### src/rtl/fp_convert_ctrl.sv
// fp_convert_ctrl: multi-cycle sequencer that converts a 12-bit two's-complement
// sample into sign / 3-bit exponent / 4-bit significand (value = (-1)^S * F * 2^E).
// Each sample goes through magnitude, leading-one encode and round stages.
// The result is held until the consumer accepts it.

// priority_encoder: index of the most significant set bit of i_vec.
module priority_encoder #(
    parameter int W  = 12,
    parameter int PW = $clog2(W)
) (
    input  logic [W-1:0]  i_vec,
    output logic [PW-1:0] o_pos,
    output logic          o_valid
);

    // Scan upward so that the highest set bit is the one left in o_pos
    always_comb begin
        o_pos   = '0;
        o_valid = 1'b0;
        for (int unsigned i = 0; i < W; i++) begin
            if (i_vec[i]) begin
                o_pos   = PW'(i);
                o_valid = 1'b1;
            end
        end
    end

endmodule

module fp_convert_ctrl #(
    parameter int ROUND_EN = 1,
    parameter int COUNT_W  = 8
) (
    input  logic               clk,
    input  logic               rst,
    input  logic               in_valid,
    output logic               in_ready,
    input  logic [11:0]        in_data,
    output logic               out_valid,
    input  logic               out_ready,
    output logic               out_sign,
    output logic [2:0]         out_exp,
    output logic [3:0]         out_sig,
    output logic               out_sat,
    output logic [COUNT_W-1:0] done_count
);

    typedef enum logic [2:0] {
        ST_IDLE,
        ST_MAG,
        ST_ENC,
        ST_RND,
        ST_DONE
    } state_t;

    state_t r_state;

    // Working registers for the sample in flight
    logic [11:0]        r_data;
    logic [11:0]        r_mag;
    logic               r_sign;
    logic               r_sat_pend;
    logic [2:0]         r_exp;
    logic [3:0]         r_sig;
    logic               r_rbit;

    // Registered result fields and accepted-result counter
    logic               r_out_valid;
    logic               r_out_sign;
    logic [2:0]         r_out_exp;
    logic [3:0]         r_out_sig;
    logic               r_out_sat;
    logic [COUNT_W-1:0] r_done_count;

    // Magnitude stage
    logic [11:0]        w_neg;

    // Encode stage
    logic [3:0]         w_pos;
    logic               w_lead;
    logic [2:0]         w_enc_exp;
    logic [2:0]         w_enc_exp_m1;
    logic [3:0]         w_enc_sig;
    logic               w_enc_rbit;

    // Round stage
    logic [4:0]         w_sig_inc;
    logic [3:0]         w_rnd_sig;
    logic [2:0]         w_rnd_exp;
    logic               w_rnd_sat;

    assign in_ready   = (r_state == ST_IDLE) & ~rst;
    assign out_valid  = r_out_valid;
    assign out_sign   = r_out_sign;
    assign out_exp    = r_out_exp;
    assign out_sig    = r_out_sig;
    assign out_sat    = r_out_sat;
    assign done_count = r_done_count;

    assign w_neg = ~r_data + 12'd1;

    priority_encoder #(
        .W  (12),
        .PW (4)
    ) u_penc (
        .i_vec   (r_mag),
        .o_pos   (w_pos),
        .o_valid (w_lead)
    );

    // Exponent aligns the leading one to the top of the 4-bit significand;
    // magnitudes below 16 keep exponent 0
    always_comb begin
        w_enc_exp = '0;
        if (w_lead && (w_pos > 4'd3)) begin
            w_enc_exp = 3'(w_pos - 4'd3);
        end
    end

    assign w_enc_sig    = 4'(r_mag >> w_enc_exp);
    assign w_enc_exp_m1 = w_enc_exp - 3'd1;
    assign w_enc_rbit   = (w_enc_exp != 3'd0) && r_mag[w_enc_exp_m1];

    assign w_sig_inc = {1'b0, r_sig} + 5'd1;

    // Round-half-up; a significand carry renormalises into the exponent,
    // and a carry out of the top exponent saturates instead
    always_comb begin
        w_rnd_sig = r_sig;
        w_rnd_exp = r_exp;
        w_rnd_sat = r_sat_pend;
        if ((ROUND_EN != 0) && r_rbit) begin
            if (!w_sig_inc[4]) begin
                w_rnd_sig = w_sig_inc[3:0];
            end else if (r_exp != 3'd7) begin
                w_rnd_sig = 4'd8;
                w_rnd_exp = r_exp + 3'd1;
            end else begin
                w_rnd_sig = 4'd15;
                w_rnd_sat = 1'b1;
            end
        end
    end

    // Conversion sequencer: stage registers, result registers and counter
    always_ff @(posedge clk or posedge rst) begin
        if (rst) begin
            r_state      <= ST_IDLE;
            r_data       <= '0;
            r_mag        <= '0;
            r_sign       <= 1'b0;
            r_sat_pend   <= 1'b0;
            r_exp        <= '0;
            r_sig        <= '0;
            r_rbit       <= 1'b0;
            r_out_valid  <= 1'b0;
            r_out_sign   <= 1'b0;
            r_out_exp    <= '0;
            r_out_sig    <= '0;
            r_out_sat    <= 1'b0;
            r_done_count <= '0;
        end else begin
            case (r_state)
                ST_IDLE: begin
                    if (in_valid) begin
                        r_data  <= in_data;
                        r_state <= ST_MAG;
                    end
                end
                ST_MAG: begin
                    r_sign <= r_data[11];
                    if (r_data == 12'h800) begin
                        // -2048 has no 12-bit positive counterpart
                        r_mag      <= 12'h7FF;
                        r_sat_pend <= 1'b1;
                    end else begin
                        r_mag      <= r_data[11] ? w_neg : r_data;
                        r_sat_pend <= 1'b0;
                    end
                    r_state <= ST_ENC;
                end
                ST_ENC: begin
                    r_exp   <= w_enc_exp;
                    r_sig   <= w_enc_sig;
                    r_rbit  <= w_enc_rbit;
                    r_state <= ST_RND;
                end
                ST_RND: begin
                    r_out_sign  <= r_sign;
                    r_out_exp   <= w_rnd_exp;
                    r_out_sig   <= w_rnd_sig;
                    r_out_sat   <= w_rnd_sat;
                    r_out_valid <= 1'b1;
                    r_state     <= ST_DONE;
                end
                ST_DONE: begin
                    if (out_ready) begin
                        r_out_valid  <= 1'b0;
                        r_done_count <= r_done_count + COUNT_W'(1);
                        r_state      <= ST_IDLE;
                    end
                end
                default: begin
                    r_state <= ST_IDLE;
                end
            endcase
        end
    end

endmodule

### config.mk
export PLATFORM = sky130hd
export DESIGN_NAME = fp_convert_ctrl
export DESIGN_NICKNAME = d
export VERILOG_FILES = /design/src/rtl/fp_convert_ctrl.sv
export SDC_FILE = /design/constraint.sdc
export NUM_CORES = 1
export LEC_CHECK = 0
export ABC_CLOCK_PERIOD_IN_PS = 4500
export CAP_MARGIN = 10
export CORE_UTILIZATION = 56
export CTS_CLUSTER_DIAMETER = 50
export DETAILED_ROUTE_END_ITERATION = 12
export GPL_ROUTABILITY_DRIVEN = 0
export PLACE_DENSITY = 0.84
export SKIP_LAST_GASP = 1
export SLEW_MARGIN = 40
export SYNTH_ARGS = -nofsm -noshare
export SYNTH_HDL_FRONTEND = slang
export SYNTH_SLANG_ARGS = --single-unit
### constraint.sdc
create_clock -name clk -period 4.5 [get_ports clk]
set_input_delay 0.675 -clock clk [delete_from_list [all_inputs] [get_ports clk]]
set_output_delay 0.675 -clock clk [all_outputs]
set_load 0.02 [all_outputs]
==> out/metrics.yaml <==
dr.pass1.iters: 5
crit_slowest_cell: "dfrtp_1"
cts.clk_slew.worst_paths_ns: 0.10
ys_ff_latch: 55
synth_seq_area_share: 0.448
syn_to_final_growth_pct: 15.1
rows: 26
drc: 0
tightest_slew_ns: 0.699
muxShareOfSynthArea: 0.0709
die_w_um: 76.0
synth.distinct_cells: 56
routed_wl_um: 6300
drtIter0Drc: 289
rr_worst_depth: 13
synth_edf_count: 0
portBuffers: 34
yosysMostFrequentCell: "dfrtp_1"
cts.sinks: 55
yosys_warnings: 0
drive_gt1_frac: 0.103
crit_family: "simple AND/OR/NAND/NOR gates"
p_clk_frac: 0.101
synthTopCellsByCount: "55 x dfrtp_1, 42 x nand2_1, 29 x nor2_1, 16 x o21ai_0, 15 x a21oi_1"
fin_ws_ns: 0.659
hold_path.class: "flop to flop"
min_path_cells: 2
synth.largest_area_cell: "dfrtp_1"
cp_num_cells: 13
switchingPower_mw: 1.31
min_to: "r_sign"
r2r_slack_ns: 0.66
critPathMaxFanout: 10
startpoint_type: "flop"
finalMaxSlewViolations: 0
grt_pass1_vias: 2384
synth_top_family_by_area: "compound AO/OA/AOI/OAI gates"
p_per_area_nw_per_um2: 810
synth_compound_area_frac: 0.181
vias_per_cell: 5.90
switching_share: 0.459
clock_latency_ns: 0.30
setup_viol: 0
antenna_found_initial: 0
core_area_um2: 5200
dpl-instance-area_um2: 3430
start_util: 0.590
io_pins: 35
p_int_mw: 1.55
maxCapViolCount: 0
arrival_ns: 4.01
dpl_worst_slack_ns: 0.722
netlist_instances: 322
ys.flop_type: "dfrtp_1"
synth.area.top_cells: "dfrtp_1 45%, mux2_2 5.1%, nand2_1 5.1%"
worstReg2RegStart: "r_mag[5]"
dieArea_um2: 5780
cts_hold_buf: 0
tns_ns: 0
p_comb_frac: 0.549
synth-simple-area-share: 0.179
synth_xor_area_frac: 0.0485
gr-total-overflow: 0
synthAdderAreaFrac: 0.0285
postSynthAreaPerCell_um2: 9.54
netlist_area_um2: 3070
finalNetCount: 371
cts_tree: "built"
async_flop_share: 1.00
syn_nets: 345
max_slew_margin: 0.532
via_count: 2472
skew_ns: 0.00843
max-vdd-ir-drop_mv: 0.456
hp-start: "r_sign"
critPathBufInv: 2
sequentialPowerShare: 0.350
cts_buffers: 5
period_share: 0.854
holdWs_ns: 0.484
cp_data_required_time_ns: 4.67
clockBufferDepth: 2
grt_first_pass_wirelength_um: 10900
postCtsResizedCells: 0
cts.htree.levels: 2
r2r_end: "r_rbit"
die_h_um: 76.0
rsz0062_at_grt: "no"
power_leakage_nw: 1.54
grt_usage: 0.232
max_freq_mhz: 260
cp_cell_sequence: "nor2b_4 -> or4_4 -> o21ai_4 -> inv_2 -> ha_1 -> and2_1 -> inv_2 -> ha_1 -> mux2_2 -> nor4b_1 -> o32ai_1 -> a22oi_1 -> a221oi_1"
ant_nets: 0
period_minus_slack_ns: 3.84
cts_root_buf: "clkbuf_8"
critPathKind: "flop to flop"
hpwl_um: 4580
status: "completed"
final_hold_viol_count: 0
synth_top_area_share: 0.448
postCtsSetupBuffers: 0
design_area_um2: 3530
post-layout-total-power_mw: 2.86
drt-wirelength-per-cell_um: 15.0
critPathMaxStageDelay_ns: 0.51
num_antenna_cells: 0
grt_max_degree: 56
cp-end-kind: "flop"
fill_cells: 431
[cells by family after synthesis]
logic type	after synthesis
compound gates	81
simple gates	111
buf+inv	31
xor+xnor	17
flops	55
fa+ha+maj	7
mux	20
[worst max-delay path by stage]
stage / from / endpoint / slack, ns
after floorplan: r_mag[5] / r_rbit / 0.96
after global placement: r_mag[5] / r_rbit / 0.87
after detailed placement: r_mag[5] / r_rbit / 0.72
after CTS: r_mag[5] / r_rbit / 0.70
after global routing: r_mag[5] / r_rbit / 0.48
final: r_mag[5] / r_rbit / 0.66
[area by class of cell]
type / count / area (µm²) / area share
Tap cell: 70 / 87.6 / 0.0248
Timing Repair Buffer: 36 / 355 / 0.101
Clock inverter: 2 / 13.8 / 0.00389
Clock buffer: 6 / 82.6 / 0.0234
Inverter: 14 / 55.1 / 0.0156
Multi-Input combinational cell: 236 / 1560 / 0.442
Sequential cell: 55 / 1380 / 0.389
[placed cells by master (no fill, tap or decap), drive strengths merged, types with 8 or more instances in the layout]
cell type / Yosys / routed
dfrtp: 55 / 55
nand2: 42 / 42
clkdlybuf4s50: 0 / 34
nor2: 29 / 29
o21ai: 19 / 19
a21oi: 15 / 15
inv: 14 / 15
mux2: 14 / 14
xor2: 11 / 11
o31ai: 8 / 8
[power by group through the flow]
stage	Combinational (mW)	Clock, mW	Sequential, mW
after detailed placement	1.54	0	1.01
after global placement	1.50	0	0.992
after global routing	1.73	0.313	1.05
final	1.57	0.289	1.00
after CTS	1.55	0.294	0.999
after floorplan	1.22	0	0.937
[worst reg2reg max path, stage by stage (launching register included)]
cell	delay, ns
dfrtp_1	0.51
nor2b_4	0.19
or4_4	0.46
o21ai_4	0.22
inv_2	0.10
ha_1	0.44
and2_1	0.28
inv_2	0.11
ha_1	0.38
mux2_2	0.37
nor4b_1	0.26
o32ai_1	0.15
a22oi_1	0.16
a221oi_1	0.07
[state kept, by name (all words and copies together), names as in the netlist, 3 cells and up]
name        cells
r_mag          12
out_exp         3
r_sig           4
done_count      8
r_state         3
r_data         12
out_sig         4
r_exp           3
[stage by stage]
step                      cells   util
final                       419  0.679
after detailed placement    411  0.660
after CTS                   419  0.678
after global placement      411  0.659
after floorplan             322      -
after global routing        419  0.679
[routing by layer]
metal	vias to the layer above	global-route usage	wire length [µm]
met5	-	0	0
met2	89	0.391	3120
met1	1168	0.308	2790
met3	13	0.0347	318
met4	0	0.0769	71
li1	1202	-	-
No activity file was read; power rests on OpenSTA's default activity.
